===== config.mk =====
export PLATFORM = sky130hd
export DESIGN_NAME = merge_memory_banked
export DESIGN_NICKNAME = d
export VERILOG_FILES = /design/src/rtl/merge_memory_pkg.sv /design/src/rtl/merge_memory_track_pipe.sv /design/src/rtl/merge_memory_banked.sv
export SDC_FILE = /design/constraint.sdc
export NUM_CORES = 1
export LEC_CHECK = 0
export BUFFER_PORTS_ARGS = -buffer_cell sky130_fd_sc_hd__clkbuf_2
export CAP_MARGIN = 15
export CORE_AREA = 2 2 80 82
export DETAILED_ROUTE_END_ITERATION = 6
export DIE_AREA = 0 0 82 84
export PLACE_DENSITY = 0.67
export SKIP_LAST_GASP = 1
export SLEW_MARGIN = 0
export SYNTH_ARGS = -nofsm -noshare
export SYNTH_HDL_FRONTEND = slang
export SYNTH_SLANG_ARGS = --single-unit

===== constraint.sdc =====
create_clock -name clk -period 0.82 [get_ports clk]
set_input_delay 0.041 -clock clk [delete_from_list [all_inputs] [get_ports clk]]
set_output_delay 0.041 -clock clk [all_outputs]
set_load 0.01 [all_outputs]

===== src/rtl/merge_memory_pkg.sv =====
// Shared types and helpers for the banked SRAM merger and its tracking pipeline.
package merge_memory_pkg;

    // Widest bank index a tracking stage can carry (up to 256 banks).
    localparam int MAX_BANK_W = 8;

    // Bank-index width: clog2 of the bank count, never narrower than one bit.
    function automatic int bank_idx_w(input int num_banks);
        int w;
        w = $clog2(num_banks);
        if (w < 1) w = 1;
        return w;
    endfunction

    // One slot of the response-tracking pipeline.
    typedef struct packed {
        logic                  vld;
        logic                  rd;
        logic                  oor;
        logic [MAX_BANK_W-1:0] bank;
    } track_stage_t;

endpackage


===== src/rtl/merge_memory_track_pipe.sv =====
// Fixed-depth shift register of tracking stages; aligns response flags with
// the read latency of a wrapped memory macro. No stall: shifts every edge.
module merge_memory_track_pipe
    import merge_memory_pkg::*;
#(
    parameter int DEPTH = 1
) (
    input  logic         clk,
    input  logic         rst,
    input  track_stage_t stage_in,
    output track_stage_t stage_out
);

    track_stage_t stage_p [DEPTH];

    // Stage 0 captures the new request; later stages shift; reset drops all in-flight entries.
    always_ff @(posedge clk or posedge rst) begin
        if (rst) begin
            for (int i = 0; i < DEPTH; i++) stage_p[i] <= '0;
        end else begin
            stage_p[0] <= stage_in;
            for (int i = 1; i < DEPTH; i++) stage_p[i] <= stage_p[i-1];
        end
    end

    assign stage_out = stage_p[DEPTH-1];

endmodule


===== src/rtl/merge_memory_banked.sv =====
// Presents NUM_BANKS single-port SRAM macros as one linear memory. The upper
// address bits pick the bank; only that bank is chip-selected. A tracking
// pipeline of READ_LATENCY stages steers the read-data mux and flags.
module merge_memory_banked
    import merge_memory_pkg::*;
#(
    parameter int NUM_BANKS       = 2,
    parameter int BANK_ADDR_WIDTH = 9,
    parameter int DATA_WIDTH      = 32,
    parameter int READ_LATENCY    = 1,
    parameter int ADDR_WIDTH      = BANK_ADDR_WIDTH + bank_idx_w(NUM_BANKS)
) (
    input  logic                                      clk,
    input  logic                                      rst,
    input  logic                                      req_i,
    input  logic                                      we_i,
    input  logic [ADDR_WIDTH-1:0]                     addr_i,
    input  logic [DATA_WIDTH-1:0]                     wdata_i,
    input  logic [DATA_WIDTH/8-1:0]                   wmask_i,
    output logic [DATA_WIDTH-1:0]                     rdata_o,
    output logic                                      rvalid_o,
    output logic                                      err_o,
    output logic [NUM_BANKS-1:0]                      csb_mem_o,
    output logic [NUM_BANKS-1:0]                      web_mem_o,
    output logic [NUM_BANKS-1:0][BANK_ADDR_WIDTH-1:0] addr_mem_o,
    output logic [DATA_WIDTH-1:0]                     wdata_mem_o,
    output logic [DATA_WIDTH/8-1:0]                   wmask_mem_o,
    input  logic [NUM_BANKS-1:0][DATA_WIDTH-1:0]      dout_mem_i
);

    localparam int SEL_W = bank_idx_w(NUM_BANKS);

    logic [SEL_W-1:0] sel;
    logic             oor;
    track_stage_t     stage_in;
    track_stage_t     stage_out;

    assign sel = addr_i[ADDR_WIDTH-1:BANK_ADDR_WIDTH];

    // With a power-of-two bank count every select value maps to a real bank.
    generate
        if ((1 << SEL_W) == NUM_BANKS) begin : g_full_range
            assign oor = 1'b0;
        end else begin : g_partial_range
            assign oor = (32'(sel) >= 32'(NUM_BANKS));
        end
    endgenerate

    // Macro side: select only the addressed bank; address/data/mask are broadcast.
    always_comb begin
        csb_mem_o  = '1;
        web_mem_o  = '1;
        addr_mem_o = '0;
        for (int b = 0; b < NUM_BANKS; b++) begin
            csb_mem_o[b]  = ~(req_i & ~oor & (sel == SEL_W'(b)));
            web_mem_o[b]  = ~(req_i & ~oor & we_i & (sel == SEL_W'(b)));
            addr_mem_o[b] = addr_i[BANK_ADDR_WIDTH-1:0];
        end
    end

    assign wdata_mem_o = wdata_i;
    assign wmask_mem_o = wmask_i;

    assign stage_in.vld  = req_i;
    assign stage_in.rd   = ~we_i;
    assign stage_in.oor  = oor;
    assign stage_in.bank = MAX_BANK_W'(sel);

    merge_memory_track_pipe #(
        .DEPTH(READ_LATENCY)
    ) u_track_pipe (
        .clk      (clk),
        .rst      (rst),
        .stage_in (stage_in),
        .stage_out(stage_out)
    );

    // Response side: flags from the last tracking stage, data muxed from its bank.
    always_comb begin
        rvalid_o = stage_out.vld & stage_out.rd & ~stage_out.oor;
        err_o    = stage_out.vld & stage_out.oor;
        rdata_o  = '0;
        if (rvalid_o) begin
            for (int b = 0; b < NUM_BANKS; b++) begin
                if (stage_out.bank == MAX_BANK_W'(b)) rdata_o = dout_mem_i[b];
            end
        end
    end

endmodule


==> impl_metrics.yaml, run 1 <==
layout:
  seq_area_sq_um: 76.3
  nNetsFinal: 306
  drive_gt1_share_pct: 60.2
  final_common_cell: "clkbuf_2"
  fin_cells: 268
  antennaDiodeCount: 0
  area_growth_syn_to_layout_pct: 27.4
  n_fill_cell: 689
  multiInputGateArea_sq_um: 478
  layout_common_cells: "105 x clkbuf_2, 32 x mux2i_1, 32 x nor2_1"
  largest_reg_flops: 3
die:
  coreArea_sq_um: 6100
  start_util_pct: 17.3
  fp-row-count: 29
  die_x_um: 82
  die_area_sq_um: 6890
  die_h_um: 84
  ios: 206
timing:
  rsz0062_at_grt: "yes"
  tns_ns: -13.44
  setup_violations: 33
  period_share_pct: 153
  hold_viol_final: 0
  slew_viol_final: 0
  fin_ws_ns: -0.439
  fmax_mhz: 795
  fin_crit_ns: 1.26
power:
  ir_worst_vdd_mv: 0.230
  p_leak_nw: 0.838
  p_total_mw: 1.15
  p_per_area_nw_per_um2: 855
critical_path:
  arrival_ns: 1.22
  required_ns: 0.78
  end_kind: "primary output"
  path_max_fanout: 16
  crit_type: "reg2out"
  start_kind: "flop"
hold_path:
  hold_class: "in2reg"
  whs_path_depth: 1
detailed_routing:
  ant_nets: 0
  wire_per_inst_um: 11.9
  drt-pass1-iter-count: 2
  vias: 1024
  drc: 0
  vias_per_cell: 3.82
  routed_wl_um: 3180
  drt_iter0_markers: 15
run_status:
  outcome: "finished, violations left"
  violations: "setup timing"
run:
  cap_violations: 0
yosys:
  ys_warn_count: 0
  yosysTopAreaCellShare_pct: 39.2
  yosysSeqAreaShare_pct: 7.13
  synthesis.area_sq_um: 1050
  ys_ff_latch: 3
  post-synth-top-area-cell: "buf_4"
  synth.net_count: 252
  syn_inst: 138
  synth_edf_count: 0
  async_flop_share_pct: 100
  ys.flop_type: "dfrtp_1"
  ys_top_cells_by_area: "buf_4 39%, mux2i_1 30%, nor2_1 11%"
  ys_types: 15
  synth.avg_cell_area_sq_um: 7.63
global_route:
  antenna_found_initial: 0
  grt_max_degree: 33
  grt_use_total_pct: 7.21
  grt_pass1_wl_um: 3710
  overflow: 0
  grt_pass1_vias: 821
placement:
  io_buffer_count: 105
  pre_cts_slack_ns: -0.273
  dpl.hpwl_um: 2460
  dpl.cell_count: 261
  routabilityCongestion: 0.561
clock_tree:
  cts.sink_count: 3
  post-cts-setup-buffers: 0
  tritoncts: "built"
  root_buffer: "clkbuf_8"
  htree_num_levels: 1
  path_clk_slew_ns: 0.03
  cts_buffers: 3
  clockBufferDepth: 2
repair_timing:
action                                  4_1_cts  5_1_grt
hold endpoints to repair                      3        0
pin swaps                                     1        1
gates resized for setup                       3        0
hold buffers                                  1        0
gates cloned                                  1        1
endpoints found under the setup margin       33       33
cells by family (layout without fill, tap and decap cells):
family / Yosys count / count (layout) / share of synthesized area [%]
buf+inv: 65 / 118 / 48.2
flops: 3 / 3 / 7.13
mux: 32 / 32 / 30.4
other cells: 1 / 1 / 0.356
simple gates: 37 / 37 / 13.9
layer usage:
layer | global-route usage [%] | routed length, um | vias to the layer above
met4 | 5.45 | 159 | 0
met1 | 5.48 | 978 | 431
met5 | 0 | 0 | -
met3 | 2.38 | 444 | 30
li1 | - | - | 489
met2 | 14.0 | 1600 | 74
final cells by class:
| cell class | instances | area share [%] |
|---|---|---|
| inverter | 3 | 0.839 |
| multi-input combinational | 70 | 35.6 |
| tap | 77 | 7.18 |
| clock buffer | 4 | 3.36 |
| timing repair buffer | 111 | 47.3 |
| sequential | 3 | 5.68 |
Yosys cell counts (2+ instances only):
| cell type | instances |
|---|---|
| nand2_1 | 2 |
| mux2i_1 | 32 |
| buf_4 | 55 |
| buf_12 | 3 |
| nor2_1 | 32 |
| inv_1 | 3 |
| dfrtp_1 | 3 |
path summary, 6_finish.rpt:
path	to	slack, ns	from
worst max-delay path	rdata_o[2]	-0.44	u_track_pipe.stage_out[0]
worst min-delay path	u_track_pipe.stage_out[0]	0.007	addr_i[9]
max in group asynchronous	u_track_pipe.stage_out[0]	0.45	rst
min in group asynchronous	u_track_pipe.stage_out[9]	0.23	rst
worst max-delay path, stage by stage, from the launching register on:
cell and delay [ns]:
dfrtp_2 0.43, clkbuf_16 0.21, mux2i_1 0.13, nor2_1 0.09, clkbuf_2 0.14
power by group:
group	switching, mW	leakage, nW	internal [mW]	total (mW)
registers	0.00842	0.0340	0.157	0.166
logic	0.252	0.781	0.312	0.564
clock network	0.0878	0.0228	0.331	0.418
total	0.349	0.838	0.799	1.15
metrics by stage:
stage | utilization [%] | area, sq um | hold WS, ns
CTS | 21.6 | 1320 | 0.00394
global route | 22.0 | 1340 | 0.00495
finish | 22.0 | 1340 | 0.00737
global placement | 20.1 | 1230 | -0.101
floorplan | - | 1050 | -0.205
detailed placement | 20.1 | 1230 | -0.0978
No activity file was read; power rests on OpenSTA's default activity.
==> run 2, diff against run 1 <==
--- a/config.mk
+++ b/config.mk
@@ -13,2 +13,3 @@
 export PLACE_DENSITY = 0.67
+export SETUP_SLACK_MARGIN = 0.05
 export SKIP_LAST_GASP = 1
--- a/constraint.sdc
+++ b/constraint.sdc
@@ -3,2 +3,2 @@
 set_output_delay 0.041 -clock clk [all_outputs]
-set_load 0.01 [all_outputs]
+set_load 0.05 [all_outputs]
==> impl_metrics.yaml, run 2 (synthesis results as in run 1) <==
power:
  p_per_area_nw_per_um2: 884
  comb_power_share_pct: 71.9
  netSwitchingFraction_pct: 43.2
  p_clk_share_pct: 20.3
  ir_worst_vdd_mv: 0.291
  switching_power_mw: 0.897
  p_seq_share_pct: 7.8
  p_leak_nw: 0.949
  p_int_mw: 1.18
layout:
  nNetsFinal: 314
  layout_common_cells: "72 x clkbuf_2, 32 x nor2_4, 30 x mux2i_4"
  area_growth_syn_to_layout_pct: 123
  antennaDiodeCount: 0
  drive_gt1_share_pct: 94.5
  fin_cells: 276
  finalInstanceArea_sq_um: 2350
  n_fill_cell: 594
  largest_reg_flops: 3
  final_common_cell: "clkbuf_2"
clock_tree:
  htree_num_levels: 1
  root_buffer: "clkbuf_8"
  tritoncts: "built"
  clockBufferDepth: 2
  cts.sink_count: 3
  cts_buffers: 3
  path_clk_slew_ns: 0.03
timing:
  fin_crit_ns: 1.43
  setup_violations: 33
  slew_viol_final: 0
  fmax_mhz: 699
  fin_ws_ns: -0.611
  rsz0062_at_grt: "yes"
  tns_ns: -18.96
  hold_viol_final: 0
  period_share_pct: 175
die:
  die_h_um: 84
  fp-row-count: 29
  die_area_sq_um: 6890
  coreArea_sq_um: 6100
  start_util_pct: 17.3
  ios: 206
  die_x_um: 82
critical_path:
  start_kind: "flop"
  crit_slowest_cell: "dfrtp_2"
  crit_family: "buffers and inverters"
  arrival_ns: 1.39
  cp_num_buf_inv: 3
  slowest_delay_ns: 0.40
  path_cells: "buf_12, buf_12, mux2i_2, nor2_4, clkbuf_4"
  crit_type: "reg2out"
  crit_top_cell: "buf_12"
  end_kind: "primary output"
  path_max_fanout: 6
  required_ns: 0.78
placement:
  dpl_cell_area_sq_um: 1540
  io_buffer_count: 105
  dpl.cell_count: 266
  routabilityCongestion: 0.562
  dpl.hpwl_um: 2990
hold_path:
  hold_class: "in2reg"
run_status:
  outcome: "finished, violations left"
  violations: "setup timing"
detailed_routing:
  ant_nets: 0
  wire_per_inst_um: 15.8
  routed_wl_um: 4370
  vias: 1117
  vias_per_cell: 4.05
  drc: 0
  drt-pass1-iter-count: 2
  drt_iter0_markers: 7
global_route:
  antenna_found_initial: 0
  grt_pass1_vias: 1040
  grt_max_degree: 21
  grt_pass1_wl_um: 5120
  overflow: 0
  grt_use_total_pct: 9.85
run:
  cap_violations: 0
-- run 2: cell type report --
cell class	count	area, sq um	area share, %
well taps	77	96.3	4.10
clock buffers	4	45.0	1.92
multi-input cells	70	1100	46.9
repair buffers	119	1010	43.2
inverters	3	15.0	0.639
flip-flops and latches	3	76.3	3.25
-- run 2: power groups by stage --
stage | Clock, mW | Combinational, mW | Sequential, mW
global placement | 0 | 0.973 | 0.166
finish | 0.421 | 1.49 | 0.163
floorplan | 0 | 1.43 | 0.163
CTS | 0.437 | 1.17 | 0.165
detailed placement | 0 | 0.988 | 0.167
global route | 0.452 | 1.56 | 0.163
-- run 2: through the flow --
| step | power [mW] | util (%) | hold WS [ns] | setup slack (ns) |
|---|---|---|---|---|
| 2_1_floorplan | 1.59 | - | -0.205 | -0.292 |
| 3_3_place_gp | 1.14 | 25.3 | -0.104 | -0.391 |
| 3_5_place_dp | 1.15 | 25.3 | -0.101 | -0.430 |
| 4_1_cts | 1.77 | 30.5 | 0.00197 | -0.641 |
| 5_1_grt | 2.17 | 38.5 | 0.0177 | -0.652 |
| 6_report | 2.08 | 38.5 | 0.00611 | -0.611 |
-- run 2: routing by layer --
metal / GRT usage (%) / wire [um] / part of all wire (%) / up-vias
met5: 0 / 0 / 0 / -
met4: 4.24 / 96 / 2.2 / 0
met3: 4.44 / 548 / 13 / 19
met2: 20.0 / 2540 / 58 / 96
met1: 7.36 / 1180 / 27 / 489
li1: - / - / - / 513
-- run 2: repair_timing --
action | CTS | global route
pin swaps | 1 | 19
cloned | 0 | 4
endpoints found under the hold margin | 3 | 0
setup buffers | 0 | 1
resized for setup | 61 | 114
setup endpoints to repair | 33 | 33
hold buffers | 1 | 0
-- run 2: worst paths after layout --
kind,startpoint,endpoint,slack [ns],cells past startpoint
min,we_i,u_track_pipe.stage_out[9],0.006,2
max,u_track_pipe.stage_out[0],rdata_o[23],-0.61,5
max in group asynchronous,rst,u_track_pipe.stage_out[0],0.46,3
min in group asynchronous,rst,u_track_pipe.stage_out[0],0.22,3
